--- src/rtl/ms_wdt_window.sv ---
// Windowed watchdog: prescaled down-counter with early-kick detection,
// a sticky warn IRQ on first timeout and a held reset pulse on the second.
module ms_wdt_window #(
  parameter int WIDTH    = 32,
  parameter int PRE_W    = 8,
  parameter int RST_HOLD = 4
) (
  input  logic             clk,
  input  logic             rst,
  input  logic             en,
  input  logic [WIDTH-1:0] load,
  input  logic [WIDTH-1:0] window,
  input  logic [PRE_W-1:0] presc,
  input  logic             kick,
  input  logic             irq_clr,
  output logic [WIDTH-1:0] count,
  output logic             irq,
  output logic             early_err,
  output logic             wdt_rst,
  output logic [1:0]       state
);

  typedef enum logic [1:0] {
    ST_IDLE = 2'd0,
    ST_RUN  = 2'd1,
    ST_WARN = 2'd2,
    ST_BITE = 2'd3
  } state_t;

  localparam int HW = (RST_HOLD > 1) ? $clog2(RST_HOLD) : 1;
  localparam logic [HW-1:0] HOLD_LAST = HW'(RST_HOLD - 1);

  state_t           cur_state, nxt_state;
  logic [WIDTH-1:0] count_nxt;
  logic [PRE_W-1:0] pre_cnt, pre_nxt;
  logic [HW-1:0]    hold_cnt, hold_nxt;
  logic             irq_nxt, early_nxt, wdt_rst_nxt;
  logic             tick;

  assign tick  = (pre_cnt == presc);
  assign state = cur_state;

  // State and all output registers
  always_ff @(posedge clk) begin
    if (rst) begin
      cur_state <= ST_IDLE;
      count     <= '0;
      pre_cnt   <= '0;
      hold_cnt  <= '0;
      irq       <= 1'b0;
      early_err <= 1'b0;
      wdt_rst   <= 1'b0;
    end else begin
      cur_state <= nxt_state;
      count     <= count_nxt;
      pre_cnt   <= pre_nxt;
      hold_cnt  <= hold_nxt;
      irq       <= irq_nxt;
      early_err <= early_nxt;
      wdt_rst   <= wdt_rst_nxt;
    end
  end

  // Next-state logic; later assignments to a flag override irq_clr so a set wins
  always_comb begin
    nxt_state   = cur_state;
    count_nxt   = count;
    pre_nxt     = pre_cnt;
    hold_nxt    = hold_cnt;
    irq_nxt     = irq;
    early_nxt   = early_err;
    wdt_rst_nxt = wdt_rst;

    if (irq_clr) begin
      irq_nxt   = 1'b0;
      early_nxt = 1'b0;
    end else begin
      irq_nxt   = irq;
    end

    case (cur_state)
      ST_IDLE: begin
        count_nxt = load;
        pre_nxt   = '0;
        if (en) begin
          nxt_state = ST_RUN;
        end else begin
          nxt_state = ST_IDLE;
        end
      end

      ST_RUN, ST_WARN: begin
        if (kick) begin
          if (count <= window) begin
            count_nxt = load;
            pre_nxt   = '0;
            irq_nxt   = 1'b0;
            nxt_state = ST_RUN;
          end else begin
            early_nxt   = 1'b1;
            wdt_rst_nxt = 1'b1;
            hold_nxt    = HOLD_LAST;
            nxt_state   = ST_BITE;
          end
        end else if (!en) begin
          nxt_state = ST_IDLE;
        end else if (tick) begin
          pre_nxt = '0;
          // Zero is tested before decrementing, so the counter never wraps
          if (count != '0) begin
            count_nxt = count - WIDTH'(1);
          end else if (cur_state == ST_RUN) begin
            irq_nxt   = 1'b1;
            count_nxt = load;
            nxt_state = ST_WARN;
          end else begin
            wdt_rst_nxt = 1'b1;
            hold_nxt    = HOLD_LAST;
            nxt_state   = ST_BITE;
          end
        end else begin
          pre_nxt = pre_cnt + PRE_W'(1);
        end
      end

      ST_BITE: begin
        if (hold_cnt == '0) begin
          wdt_rst_nxt = 1'b0;
          irq_nxt     = 1'b0;
          count_nxt   = load;
          pre_nxt     = '0;
          nxt_state   = en ? ST_RUN : ST_IDLE;
        end else begin
          hold_nxt = hold_cnt - HW'(1);
        end
      end

      default: begin
        nxt_state = ST_IDLE;
      end
    endcase
  end

endmodule

--- config.mk ---
export PLATFORM = sky130hd
export DESIGN_NAME = ms_wdt_window
export DESIGN_NICKNAME = d
export VERILOG_FILES = /design/src/rtl/ms_wdt_window.sv
export SDC_FILE = /design/constraint.sdc
export NUM_CORES = 1
export LEC_CHECK = 0
export CAP_MARGIN = 10
export CORE_ASPECT_RATIO = 1.1
export CORE_MARGIN = 3
export CORE_UTILIZATION = 40
export DETAILED_ROUTE_END_ITERATION = 8
export PLACE_DENSITY = 0.68
export SETUP_SLACK_MARGIN = 0.2
export SYNTH_ARGS = -nofsm -noshare
export SYNTH_HDL_FRONTEND = slang
export SYNTH_SLANG_ARGS = --single-unit
--- constraint.sdc ---
create_clock -name clk -period 5.1 [get_ports clk]
set_input_delay 1.275 -clock clk [delete_from_list [all_inputs] [get_ports clk]]
set_output_delay 1.275 -clock clk [all_outputs]
set_load 0.05 [all_outputs]
# [Yosys cells after proc, flatten, opt, wreduce, memory -nomap -nowiden]
# Cells that the tools add are included.
[classes] n_addsub=3 magnitude_cmp=1 eq_ne=15 mux=52 reduce_logical=10
[ops] cell="32-bit 2-to-1 mux" count=7
[ops] cell="32-bit one-hot mux with 3 select lines" count=1
[ops] cell="8-bit 2-to-1 mux" count=5
[ops] cell="32-bit less-or-equal comparator" count=1
[ops] cell="32-bit nonzero test" count=1
[ops] cell="32-bit by 1-bit subtractor with 32-bit output, second input constant" count=1
[ops] cell="2-bit 2-to-1 mux" count=13
[ops] cell="8-bit one-hot mux with 3 select lines" count=1
[ops] cell="1-bit 2-to-1 mux" count=21
[ops] cell="3-bit != test, second input constant" count=6
[ops] cell="7-bit AND reduction" count=2
[ops] cell="4-bit != test, second input constant" count=3
[ops] cell="8-bit by 1-bit adder with 8-bit output, second input constant" count=1
[ops] cell="8-bit equality test" count=1
[ops] cell="2-bit one-hot mux with 3 select lines" count=1
[ops] cell="3-bit AND reduction" count=2
[ops] cell="5-bit AND reduction" count=1
[ops] cell="2-bit equality test, second input constant" count=2
[ops] cell="2-bit zero test" count=2
[ops] cell="2-bit != test, second input constant" count=2
[ops] cell="1-bit one-hot mux with 2 select lines" count=2
[ops] cell="2-bit one-hot mux with 2 select lines" count=1
[ops] cell="2-bit by 1-bit equality test with 1-bit output, second input constant" count=1
[ops] cell="2-bit nonzero test" count=1
[ops] cell="other kinds (2)" count=2
[totals] reg_bits=47 in_bits=77 out_inout_bits=37 word_cells=88

# [Longest topological paths before layout]
# Gate-level depths: netlist (run 1).
[logic_depth] depth_word=7 ltp_mapped=11 depth_no_buf=9

# [Worst setup path before layout (run 1)]
# OpenSTA, ideal clock, no wires.
[synth_path] kind="input to register" start="input port window[31]" end="register count[4]" setup_time_ps=87 t_arrival_ps=3283 t_required_ps=5013 slack_ps=1730 path_stages=11 path_buffers=2 path_cell_list="inv_1 > ha_1 > nand4_1 > nor4_1 > nor3b_1 > o31ai_1 > nand3_1 > clkbuf_1 > buf_1 > o211ai_1 > o31ai_1"
[synth_between] elab_chain_cells=3
[synth_lines] item="start, declared" line="12" source="input logic [WIDTH-1:0] window,"
[synth_lines] item="32-bit less-or-equal comparator" line="94" source="if (count <= window) begin"
[synth_lines] item="3-bit != test (no source line)"
[synth_lines] item="5-bit AND reduction (no source line)"
[synth_lines] item="end signal, assigned" line="55" source="count <= count_nxt;"
[synth_lines] item="end, declared" line="16" source="output logic [WIDTH-1:0] count,"
# No other way between the ends.
# A chain may end at the register's enable or synchronous reset.

# [Final worst setup path (run 1)]
[layout_path] start="input port window[13]" end="register count[30]"
# Same word-level chain as after synthesis.

==> results.md, run 1 <==
Status:
- The flow ran to the end, and the final reports show no timing, DRC or antenna violations.

Yosys:
- When the netlist entered floorplanning its net count stood at 648.
- The synthesized design spends more area on one cell type than any other, namely sky130_fd_sc_hd__dfxtp_1.
- The most used flip-flop cell after synthesis is sky130_fd_sc_hd__dfxtp_1.
- By area the synthesized netlist is led by sky130_fd_sc_hd__dfxtp_1, sky130_fd_sc_hd__ha_1, sky130_fd_sc_hd__a21oi_1, sky130_fd_sc_hd__o31ai_1, sky130_fd_sc_hd__o211ai_1.
- After synthesis, the share of cell area in mux cells is 0.9966%.
- The adder-cell share of the synthesized area is 12.15%.
- The synthesized netlist devotes 31.08% of its cell area to compound gates.
- Each instance of the synthesized netlist takes up on average 7.552 sq um.
- The gate count after technology mapping is 532.
- After synthesis, the largest family of logic cells by area is compound AO/OA/AOI/OAI gates.
- Of the total synthesized cell area, the portion taken by XOR and XNOR cells is 1.744%.
- The share of async-settable or async-resettable flops after synthesis is 0%.
- The simple logic cell fraction of the synthesized area is 23.17%.
- The synthesized netlist occupies a cell area of 4018 sq um.
- The total of flip-flops plus latches after synthesis is 47.
- The number of enable flip-flop cells after synthesis is 0.
- The fraction of synthesized cell area taken by the top area cell type is 23.42%.
- The synthesized netlist contains 57 unique library cells.
- The post-synthesis sequential area ratio is 23.42%.
- The total number of yosys warnings is 0.

STA:
- The total count of hold-check failures in the final report is 0.
- Setup violations remaining at the end of the flow were counted as 0.
- The final number of max-transition violations is 0.
- The maximum frequency from static timing analysis is 0.2553 GHz.
- Adding up every negative setup slack in the final design gives 0 ns.
- Setup slack closes at 1.183 ns.
- The minimum period implied by the final worst setup slack is 3.917 ns.
- The pin slew with the least headroom to its limit is 1.082 ns.
- Between clock sinks in the finished design, the worst skew comes to 0.01159 ns.
- The normalized max-slew margin is 27.22%.
- The final cycle utilization of the critical path is 76.81%.
- Setup repair after global routing left no endpoint under its margin.

Final layout:
- The final instance area is 5359 sq um.
- The commonest non-fill, non-tap cell in the layout is sky130_fd_sc_hd__clkdlybuf4s50_1.
- The final net count is 745.
- The filler cell count is 933.
- Registers take 940.9 sq um.
- The utilization after layout is 55.92%.
- Compared with the post-synthesis result, the final layout area differs by 33.39%.
- In the layout the commonest cells are sky130_fd_sc_hd__clkdlybuf4s50_1, sky130_fd_sc_hd__a21oi_1, sky130_fd_sc_hd__dfxtp_1.
- The fraction of layout cells with a size suffix above 1 is 4.127%.
- The number of inserted diodes is 0.
- The area taken by multi-input logic gates is 2785 sq um.
- The final cell count without fillers is 747.

Die:
- The core area is 9583 sq um.
- During I/O placement, the number of pins put on the boundary was 114.
- In this run the horizontal extent of the chip is 101.6 microns.
- The total number of placement rows is 37.
- The floorplan step defined a die boundary enclosing 11,280 sq um.
- Measured along the y axis, the die boundary spans 111.1 microns.
- Once the floorplan was initialized, standard cells occupied 41.92% of the core.

Detailed routing:
- The first routing iteration left 303 violations.
- The via count of the routed design is 4,477.
- Dividing the detail-routed via count by the number of cells gives 5.993.
- The routed wire length per instance is 17.34 microns.
- The detailed-router iteration count before antenna repair is 5.
- The count of antenna-violating nets left after detailed routing is 0.
- For this run, design rule violations remaining after detail routing come to 0.
- The final layout contains routed wiring with a total length of 12,960 microns.

Clock network:
- The clock-pin transition on the worst setup and hold timing paths is 0.09 ns.
- The H-tree generated during clock tree synthesis spans 2 levels.
- The number of hold buffers added after CTS was 0.
- The post-CTS resize count is 0.
- The CTS tree is yes.
- The maximum count of clock buffers along a single path is 2.
- The number of sinks handled by clock tree synthesis is 47.
- In this run, CTS created clock tree buffers numbering 5.
- The clock tree root driver cell is sky130_fd_sc_hd__clkbuf_8.
- Once the clock tree was built, the setup fixing pass inserted 0 buffers.
- The clock insertion delay at the later pin of the skew report is 0.31 ns.

Worst setup path:
- In this run the critical register-to-register path is launched from count[19]$_SDFFE_PP0P_.
- The data arrival at the endpoint of the critical path is 4.13 ns.
- The critical path goes through clkdlybuf4s50_1 -> inv_1 -> ha_1 -> nand4_1 -> nor4_1 -> and2_1 -> a211o_1 -> and3_1 -> nand2_1 -> buf_4 -> o31ai_1.
- The category of the most critical setup path is primary input to flip-flop.
- In this run the worst setup path begins at window[13].
- The largest individual stage delay along the critical path comes from the cell sky130_fd_sc_hd__nor4_1.
- On the critical path the largest part of the delay comes from simple AND/OR/NAND/NOR gates.
- The critical path contains buffers and inverters numbering 3 combined.
- The highest cell delay on the worst timing path is 0.62 ns.
- The biggest fanout along the worst timing path is 29.
- The critical path required time is 5.31 ns.
- The kind of capture point of the worst setup path is a flip-flop.
- The worst setup path is launched from a primary input.

GRT:
- The wire length of the first global-routing pass is 20,980 microns.
- Summed over all layers, the global routing overflow is 0.
- In the global route stage, overall resource usage came out at 22.27%.
- The initial antenna violation count is 0.
- met2 is the most crowded layer.
- Global routing used 30.83% of the available met1 tracks.
- The number of global-route vias before repair is 4,283.
- Global routing used 36.30% of the available met2 tracks.
- The largest net degree at the start of global routing is 47.
- Global routing used 2.706% of the available met3 tracks.

Placement:
- Timing analysis after detailed placement gives a worst setup slack of 0.8679 ns.
- The number of placed instances, taps included, is 739.
- The number of buffers inserted by port buffering is 113.
- The placed instances occupy a cell area of 5226 sq um.
- The HPWL after detailed placement is 9531 microns.
- The routability congestion estimate from global placement is 0.9171.

Power and ir drop:
- The analysis attributes to cell leakage a power of 2.143 nW.
- Across the VDD grid, the largest voltage drop is 0.1876 mV.
- Dividing total power by cell area gives a power density of 274.0 nW/um^2.

Min path:
- The min-delay analysis places its worst path in the category flip-flop to flip-flop.
- The startpoint identified for the worst hold timing path is early_err$_SDFF_PP0_.

Run:
- The number of maximum-capacitance violations is 0.
-- report_power, final --
group	switching (W)	leakage, nW	internal [W]
logic	0.000402	1.69	0.000254
registers	0.0000714	0.387	0.000406
clock network	0.000138	0.0654	0.000196
-- synth_stat cells, types with 3 or more instances --
cell,count
sky130_fd_sc_hd__o31ai_1,29
sky130_fd_sc_hd__o21ai_0,39
sky130_fd_sc_hd__nor3_1,18
sky130_fd_sc_hd__a31oi_1,4
sky130_fd_sc_hd__a211oi_1,4
sky130_fd_sc_hd__o311ai_1,4
sky130_fd_sc_hd__o31a_1,5
sky130_fd_sc_hd__or4_1,4
sky130_fd_sc_hd__or3_1,4
sky130_fd_sc_hd__and3_1,6
sky130_fd_sc_hd__a21oi_1,53
sky130_fd_sc_hd__buf_2,7
sky130_fd_sc_hd__o211ai_1,28
sky130_fd_sc_hd__xnor2_1,8
sky130_fd_sc_hd__dfxtp_1,47
sky130_fd_sc_hd__mux2i_1,4
sky130_fd_sc_hd__nand2_1,31
sky130_fd_sc_hd__nand3_1,13
sky130_fd_sc_hd__inv_1,40
sky130_fd_sc_hd__clkbuf_1,18
sky130_fd_sc_hd__nand2b_1,8
sky130_fd_sc_hd__a21o_1,5
sky130_fd_sc_hd__nor4_1,13
sky130_fd_sc_hd__nand4_1,13
sky130_fd_sc_hd__ha_1,39
sky130_fd_sc_hd__nand3b_1,5
sky130_fd_sc_hd__nor2b_1,5
sky130_fd_sc_hd__and2_1,3
sky130_fd_sc_hd__nor2_1,41
-- worst reg2reg max path: cells and delay by family (launching register included) --
| kind | cells | cell delay, ns |
|---|---|---|
| AO/OA/AOI/OAI | 4 | 1.20 |
| buffers and inverters | 1 | 0.46 |
| flip-flops | 1 | 0.41 |
| AND/OR/NAND/NOR | 3 | 1.51 |
-- state kept, by name (all words and copies together), names as in the netlist --
register / count
count: 32
wdt_rst: 1
hold_cnt: 2
state: 2
pre_cnt: 8
early_err: 1
irq: 1
-- layer usage --
layer | vias to the layer above | wire length, microns
li1 | 2185 | -
met1 | 2092 | 5709
met2 | 179 | 6290
met3 | 21 | 724
met4 | 0 | 231
met5 | - | 0
-- per-stage QoR --
stage | hold WS [ns] | total power [W]
after CTS | 0.4835 | 0.001467
after global routing | 0.5076 | 0.001548
after floorplan | 0.4583 | 0.0009040
final | 0.4825 | 0.001469
after global placement | 0.4642 | 0.001123
after detailed placement | 0.4706 | 0.001136
-- worst paths after layout --
kind,endpoint,slack [ns],cells after the start
setup reg to reg,count[9]$_SDFFE_PP0P_,1.40,8
hold / removal,early_err$_SDFF_PP0_,0.48,2
setup / recovery,count[30]$_SDFFE_PP0P_,1.18,11
hold reg to reg,early_err$_SDFF_PP0_,0.48,2
-- area by class of cell --
cell class                      instances  area share (%)
Timing Repair Buffer                  121           22.46
Sequential cell                        47           17.56
Clock inverter                          2           1.121
Clock buffer                            6           1.354
Multi-Input combinational cell        414           51.97
Tap cell                              117           2.732
Inverter                               40           2.802
-- kinds of logic after synthesis --
| group | after synthesis |
|---|---|
| compound gates | 189 |
| mux | 4 |
| xor+xnor | 8 |
| flops | 47 |
| simple gates | 174 |
| buf+inv | 71 |
| fa+ha+maj | 39 |
Power figures use the tool's default switching activity.
==> run 2, diff against run 1 <==
Settings changed: PLACE_DENSITY 0.68 to 0.71.
Clock period 5.1 ns to 3.4 ns, I/O delays scaled along.
==> run 2 against run 1 <==
Clock skew decreased by 0.0014 ns; hold slack worse by 0.0019 ns; sequential power up 50%; worst setup slack worse by 0.96 ns; final area up 7.3%; global-route usage shrank 0.087 points; critical path depth rose by 2; first-iteration DRC count rose by 17%; register-to-register slack got worse by 1.0 ns; final cell count rose by 3.6%.
==> results.md, run 2 (same netlist as run 1, synthesis figures left out) <==
Clock network:
- The clock tree root driver cell is sky130_fd_sc_hd__clkbuf_8.
- The TritonCTS buffer count came to 5 (unchanged).
- The maximum count of clock buffers along a single path is 2 (unchanged).
- The clock insertion delay at the later pin of the skew report is 0.31 ns (about the same).
- The maximum level of the CTS H-tree is 2 (unchanged).
- The number of sinks handled by clock tree synthesis is 47 (unchanged).
- The clock-pin transition on the worst setup and hold timing paths is 0.09 ns (about the same).
- The CTS tree is yes.
- The cts-stage hold buffer count was 0 (unchanged).

Detailed routing:
- The sum of routed wire length over all layers is 13,170 microns (+1.7%).
- The via count of the routed design is 4,607 (+2.9%).
- The number of design rule violations left after detail routing is 0 (unchanged).
- The routed wire length per instance is 17.02 microns (-1.9%).
- The detailed-router iteration count before antenna repair is 5 (unchanged).
- The via count normalized by instance count is 5.952 (-0.69%).
- The count of antenna-violating nets left after detailed routing came to 0 (unchanged).
- The number of design-rule violations left by the first detailed-router iteration came to 354 (+17%).

Run:
- The number of maximum-capacitance violations is 0 (unchanged).

GRT:
- The total track usage came to 22.18% (-0.087 points).
- The number of global-route vias before repair was 4,367 (+2.0%).
- The wire length of the first global-routing pass is 20,910 microns (-0.30%).
- The largest net degree at the start of global routing is 72 (+53%).
- The initial antenna violation count is 0 (unchanged).
- The final global-route overflow total is 0 (unchanged).

Placement:
- The number of buffers inserted by port buffering came to 113 (unchanged).
- The half-perimeter wire length after detailed placement was 9674 microns (+1.5%).
- The routability congestion estimate from global placement came to 0.9090 (-0.88%).

Die:
- The I/O pin count was 114 (unchanged).
- The core area is 9583 sq um (unchanged).
- The initial core utilization is 41.92% (unchanged).
- The y dimension of the die came to 111.1 microns (unchanged).
- The die span in x is 101.6 microns (unchanged).
- The total number of placement rows was 37 (unchanged).
- The overall die area is 11,280 sq um (unchanged).

STA:
- The setup-violating endpoint count in the final report is 0 (unchanged).
- The normalized max-slew margin is 23.87% (-3.4 points).
- The smallest clock period supported by the final layout is computed as 3.182 ns.
- The final cycle utilization of the critical path is 93.57%.
- The total count of hold-check failures in the final report was 0 (unchanged).
- The maximum frequency from static timing analysis is 0.3143 GHz.
- The pin slew with the least headroom to its limit is 1.141 ns (+0.05903 ns).
- Setup repair after global routing could not meet its margin everywhere.
- The final number of max-transition violations is 0 (unchanged).
- The final setup skew is 0.01016 ns (-0.001433 ns).

Worst setup path:
- The critical path required time is 3.58 ns (-1.73 ns).
- The logic depth of the worst register-to-register path was 9 (+1).
- The worst setup path is of the primary input to flip-flop kind.
- Traced cell by cell, the critical path runs through clkdlybuf4s50_1 -> inv_1 -> ha_4 -> nand4_1 -> nor4_2 -> buf_4 -> and2_4 -> a211o_1 -> nand3_2 -> buf_6 -> buf_12 -> o311ai_4 -> o31ai_1.
- The worst setup path is launched from a primary input.
- The data arrival at the endpoint of the critical path is 3.36 ns (-0.77 ns).
- The endpoint of the lowest-slack register-to-register path is count[0]$_SDFFE_PP0P_.
- On the critical path, the stage with the largest delay is an instance of sky130_fd_sc_hd__clkdlybuf4s50_1.
- The worst setup path is captured at a flip-flop.
- The highest cell delay on the worst timing path is 0.47 ns (-0.15 ns).
- The source of the worst register-to-register timing path is count[0]$_SDFFE_PP0P_.
- The reg2reg setup slack is 0.40 ns (-1.00 ns).
- The biggest fanout along the worst timing path was 5 (-83%).

Min path:
- The path with the worst hold slack has its endpoint at early_err$_SDFF_PP0_.
- The type of the tightest min-delay check is flip-flop to flip-flop.
- The start point of the worst min-delay path is early_err$_SDFF_PP0_.
- The cell depth of the worst hold path was 2 (unchanged).

Power and ir drop:
- The power density over the cells is 372.4 nW/um^2 (+36%).
- The maximum vdd ir drop is 0.2375 mV (+27%).
- The leakage power total is 2.337 nW (+9.1%).
- The post-route total power came to 0.002142 W (+46%).

Final layout:
- The register with the highest flop count is count.
- In the final layout, the registers with the most flip-flops are count (32), pre_cnt (8).
- The flip-flop count of the largest register, all copies and words added came to 32 (unchanged).
- The utilization after layout is 60.02% (+4.1 points).
- The fraction of layout cells with a size suffix above 1 is 11.87% (+7.7 points).
- The number of inserted diodes is 0 (unchanged).
- The library cell used most frequently in the layout, excluding fill and tap cells, is sky130_fd_sc_hd__clkdlybuf4s50_1.
- The final net count is 772 (+3.6%).
- The synthesis-to-layout area growth is 43.16%.
- The library cells used most frequently in the layout, excluding fill and tap cells, are sky130_fd_sc_hd__clkdlybuf4s50_1, sky130_fd_sc_hd__a21oi_1, sky130_fd_sc_hd__dfxtp_1.

Status:
- The flow ran to the end, and the final reports show no timing, DRC or antenna violations.
## run 2: final cells by class
| class | count | area (sq um) |
|---|---|---|
| Clock inverter | 1 | 5.005 |
| Tap cell | 117 | 146.4 |
| Timing Repair Buffer | 148 | 1471 |
| Fill cell | 874 | 3831 |
| Inverter | 40 | 150.1 |
| Clock buffer | 7 | 76.32 |
| Sequential cell | 47 | 940.9 |
| Multi-Input combinational cell | 414 | 2962 |
## run 2: how the worst max path moves through the flow
| stage | to | slack (ns) | from | depth (start not counted) |
|---|---|---|---|---|
| after floorplan | count[4]$_SDFFE_PP0P_ | 0.45 | window[31] | 11 |
| after global placement | count[9]$_SDFFE_PP0P_ | -0.28 | window[15] | 13 |
| after detailed placement | count[9]$_SDFFE_PP0P_ | -0.38 | window[15] | 13 |
| after CTS | count[9]$_SDFFE_PP0P_ | 0.18 | window[15] | 13 |
| after global routing | count[9]$_SDFFE_PP0P_ | 0.12 | window[25] | 13 |
| final | count[9]$_SDFFE_PP0P_ | 0.22 | window[10] | 13 |
## run 2: where the power goes
part           switching (W)  total, W  internal (W)
Combinational       0.000634   0.00108      0.000447
Clock               0.000199  0.000344      0.000145
Sequential          0.000108  0.000717      0.000609
## run 2: through the flow
stage,std cells,TNS (ns),instance area (sq um),setup slack [ns],hold slack [ns]
floorplan,532,0,4018,0.4546,0.4583
global placement,761,-6.345,5416,-0.2796,0.4669
detailed placement,761,-9.841,5416,-0.3768,0.4741
CTS,770,0,5532,0.1819,0.4871
global route,774,0,5752,0.1228,0.5376
finish,774,0,5752,0.2185,0.4806
## run 2: critical path: cells and delay by family
family,cells,cell delay (ns)
buf+inv,5,1.02
compound gates,3,0.50
fa+ha+maj,1,0.27
simple gates,4,0.73
## run 2: metal layers
metal	up-vias	track usage, %	routed length, microns
li1	2239	-	-
met1	2150	31.64	5786
met2	196	35.12	6345
met3	22	3.524	880
met4	0	4.433	158
met5	-	0	0
## run 2: timing repair
action                                  CTS  global route
pin swaps                                 3            15
resized for setup                         6            32
gates cloned                              0             1
endpoints found under the setup margin   42            44
setup buffers                             1             3
==> run 3, diff against run 2 <==
Settings changed: CORE_ASPECT_RATIO 1.1 to 1.4, CTS_BUF_LIST set to sky130_fd_sc_hd__clkbuf_8.
==> run 3 against run 2 <==
Via count increased by 3.5%; fmax increased by 0.17%; clock skew increased by 0.0029 ns; die area increased by 0.14%; sequential share of layout area decreased by 0.79 points; final area increased by 5.0%; register-to-register slack got worse by 0.08 ns; final cell count increased by 2.7%; critical path depth decreased by 1; highest routed layer unchanged.
==> results.md, run 3 (same netlist as run 1, synthesis figures left out) <==
GRT:
- The total track usage was 23.29% (+1.1 points).
- The number of global-route vias before repair is 4,544 (+4.1%).
- The wire length of the first global-routing pass was 22,050 microns (+5.4%).
- The largest net degree at the start of global routing is 72 (unchanged).
- The initial antenna violation count came to 0 (unchanged).
- The final global-route overflow total came to 0 (unchanged).

Die:
- The I/O pin count is 114 (unchanged).
- The initial core utilization is 41.78% (-0.15 points).
- The die span in x is 90.70 microns (-11%).
- The core area is 9617 sq um (+0.35%).
- The total number of placement rows was 42 (+14%).
- The overall die area is 11,300 sq um (+0.14%).
- The y dimension of the die was 124.6 microns (+12%).

Clock network:
- The maximum count of clock buffers along a single path came to 2 (unchanged).
- The clock-pin transition on the worst setup and hold timing paths was 0.10 ns (about the same).
- The clock tree root driver cell is sky130_fd_sc_hd__clkbuf_8.
- TritonCTS built the clock tree.
- The clock insertion delay at the later pin of the skew report is 0.32 ns (about the same).
- The TritonCTS buffer count is 5 (unchanged).
- The maximum level of the CTS H-tree is 2 (unchanged).
- The number of sinks handled by clock tree synthesis was 47 (unchanged).

STA:
- The total count of hold-check failures in the final report came to 0 (unchanged).
- The final number of max-transition violations is 0 (unchanged).
- The final cycle utilization of the critical path is 93.41% (-0.16 points).
- The maximum frequency from static timing analysis is 0.3149 GHz (+0.17%).
- Setup repair after global routing could not meet its margin everywhere.
- The minimum period implied by the final worst setup slack was 3.176 ns (-0.005466 ns).
- The final setup skew is 0.01302 ns (+0.002863 ns).
- The worst setup slack after layout is 0.2239 ns (+0.005466 ns).
- The normalized max-slew margin came to 12.63% (-11 points).
- The pin slew with the least headroom to its limit is 1.309 ns (+0.1684 ns).
- The setup-violating endpoint count in the final report is 0 (unchanged).

Power and ir drop:
- The post-route total power is 0.002303 W (+7.5%).
- The maximum vdd ir drop is 0.1908 mV (-20%).
- The fraction of power spent switching nets is 43.37% (-0.56 points).
- The clock share of power is 19.4% (+3.3 points).
- The power density over the cells was 381.1 nW/um^2 (+2.3%).
- The leakage power total is 2.420 nW (+3.5%).
- The internal power component was 0.001304 W (+8.6%).
- The sequential cell fraction of total power came to 31.4% (-2.1 points).
- The combinational fraction of design power came to 49.2% (-1.3 points).
- The switching power total is 0.0009986 W (+6.1%).

Worst setup path:
- The kind of capture point of the worst setup path is a flip-flop.
- The biggest fanout along the worst timing path is 8 (+3).
- The data arrival at the endpoint of the critical path is 3.36 ns (about the same).
- The launching element type of the critical path is a primary input.
- The logic depth of the worst register-to-register path was 8 (-1).
- The reg2reg setup slack is 0.32 ns (-0.08 ns).
- The critical path required time came to 3.59 ns (about the same).
- The endpoint of the lowest-slack register-to-register path is count[22]$_SDFFE_PP0P_.
- The source of the worst register-to-register timing path is count[19]$_SDFFE_PP0P_.
- The setup path with the least slack is of type primary input to flip-flop.

Min path:
- The type of the tightest min-delay check is flip-flop to flip-flop.
- The startpoint identified for the worst hold timing path is early_err$_SDFF_PP0_.
- The endpoint of the worst hold-timing path is early_err$_SDFF_PP0_.
- The cell depth of the worst hold path is 2 (unchanged).

Detailed routing:
- The count of antenna-violating nets left after detailed routing was 0 (unchanged).
- The number of design-rule violations left by the first detailed-router iteration was 351 (-0.85%).
- The via count normalized by instance count came to 5.996 (+0.74%).
- The via count of the routed design came to 4,767 (+3.5%).
- The sum of routed wire length over all layers came to 14,180 microns (+7.7%).
- The detailed-router iteration count before antenna repair is 6 (+1).
- The number of design rule violations left after detail routing is 0 (unchanged).
- The routed wire length per instance came to 17.84 microns (+4.9%).

Final layout:
- Ranked by flip-flop count, first place goes to count.
- In the layout the commonest cells are sky130_fd_sc_hd__clkdlybuf4s50_1, sky130_fd_sc_hd__a21oi_1, sky130_fd_sc_hd__dfxtp_1.
- The fraction of layout cells with a size suffix above 1 was 15.08% (+3.2 points).
- The commonest non-fill, non-tap cell in the layout is sky130_fd_sc_hd__clkdlybuf4s50_1.
- The flip-flop count of the largest register, all copies and words added is 32 (unchanged).
- The final net count is 778 (+0.78%).
- Relative to the synthesized area, the layout overhead comes to 50.39%.
- The largest registers in the layout are count (32), pre_cnt (8).
- The number of inserted diodes is 0 (unchanged).

Run:
- The number of maximum-capacitance violations is 0 (unchanged).

Placement:
- The routability congestion estimate from global placement is 0.8487 (-6.6%).
- The half-perimeter wire length after detailed placement is 10,020 microns (+3.6%).
- The pre-CTS setup slack is -0.4677 ns (-0.09082 ns).
- The number of buffers inserted by port buffering is 113 (unchanged).

Status:
- The run finished with clean final reports.
==> run 3: final cells by class <==
class	count	area [sq um]
Inverter	40	150.1
Timing Repair Buffer	154	1541
Clock buffer	5	68.82
Clock inverter	3	47.55
Fill cell	832	3575
Sequential cell	47	940.9
Tap cell	132	165.2
Multi-Input combinational cell	414	3128
==> run 3: how the worst max path moves through the flow <==
stage | depth (start not counted) | start | to
final | 12 | window[5] | count[7]$_SDFFE_PP0P_
after global routing | 12 | window[5] | count[27]$_SDFFE_PP0P_
after CTS | 12 | window[11] | count[25]$_SDFFE_PP0P_
after detailed placement | 12 | window[15] | count[25]$_SDFFE_PP0P_
after global placement | 12 | window[15] | count[9]$_SDFFE_PP0P_
after floorplan | 11 | window[31] | count[4]$_SDFFE_PP0P_
==> run 3: repair_timing <==
action / in CTS / in global routing
endpoints found under the hold margin: 0 / 0
endpoints found under the setup margin: 44 / 44
pin swaps: 3 / 25
gates resized for setup: 13 / 58
buffers inserted: 1 / 7
hold buffers: 0 / 0
cloned: 1 / 2
==> run 3: power groups by stage <==
stage	registers, W	logic (W)	clock network (W)
2_1_floorplan	0.000883	0.000473	0
3_3_place_gp	0.000722	0.00100	0
3_5_place_dp	0.000722	0.00102	0
4_1_cts	0.000710	0.00104	0.000454
5_1_grt	0.000735	0.00122	0.000473
6_report	0.000723	0.00113	0.000447
==> run 3: critical path, stage by stage <==
cell and delay, ns:
sky130_fd_sc_hd__clkdlybuf4s50_1 0.49, sky130_fd_sc_hd__inv_1 0.08, sky130_fd_sc_hd__ha_4 0.27, sky130_fd_sc_hd__nand4_1 0.17, sky130_fd_sc_hd__nor4_4 0.33, sky130_fd_sc_hd__buf_4 0.19
sky130_fd_sc_hd__and2_4 0.15, sky130_fd_sc_hd__a211o_4 0.12, sky130_fd_sc_hd__nand3_4 0.17, sky130_fd_sc_hd__buf_12 0.21, sky130_fd_sc_hd__o211ai_1 0.22, sky130_fd_sc_hd__o31ai_2 0.12
==> run 3: per-stage QoR <==
step | TNS, ns | hold WS, ns | area (sq um) | instances | utilization, %
final | 0 | 0.4865 | 6042 | 795 | 62.83
after global routing | 0 | 0.5422 | 6042 | 795 | 62.83
after CTS | 0 | 0.4888 | 5598 | 786 | 58.21
after detailed placement | -15.24 | 0.4748 | 5410 | 776 | 56.26
after global placement | -13.85 | 0.4735 | 5410 | 776 | 56.26
after floorplan | 0 | 0.4583 | 4018 | 532 | -
==> run 3: routing by layer <==
layer / track usage, % / routed length [microns] / up-vias
met1: 26.54 / 5442 / 2297
met3: 3.021 / 715 / 35
li1: - / - / 2259
met2: 43.73 / 7648 / 176
met4: 8.025 / 378 / 0
met5: 0 / 0 / -
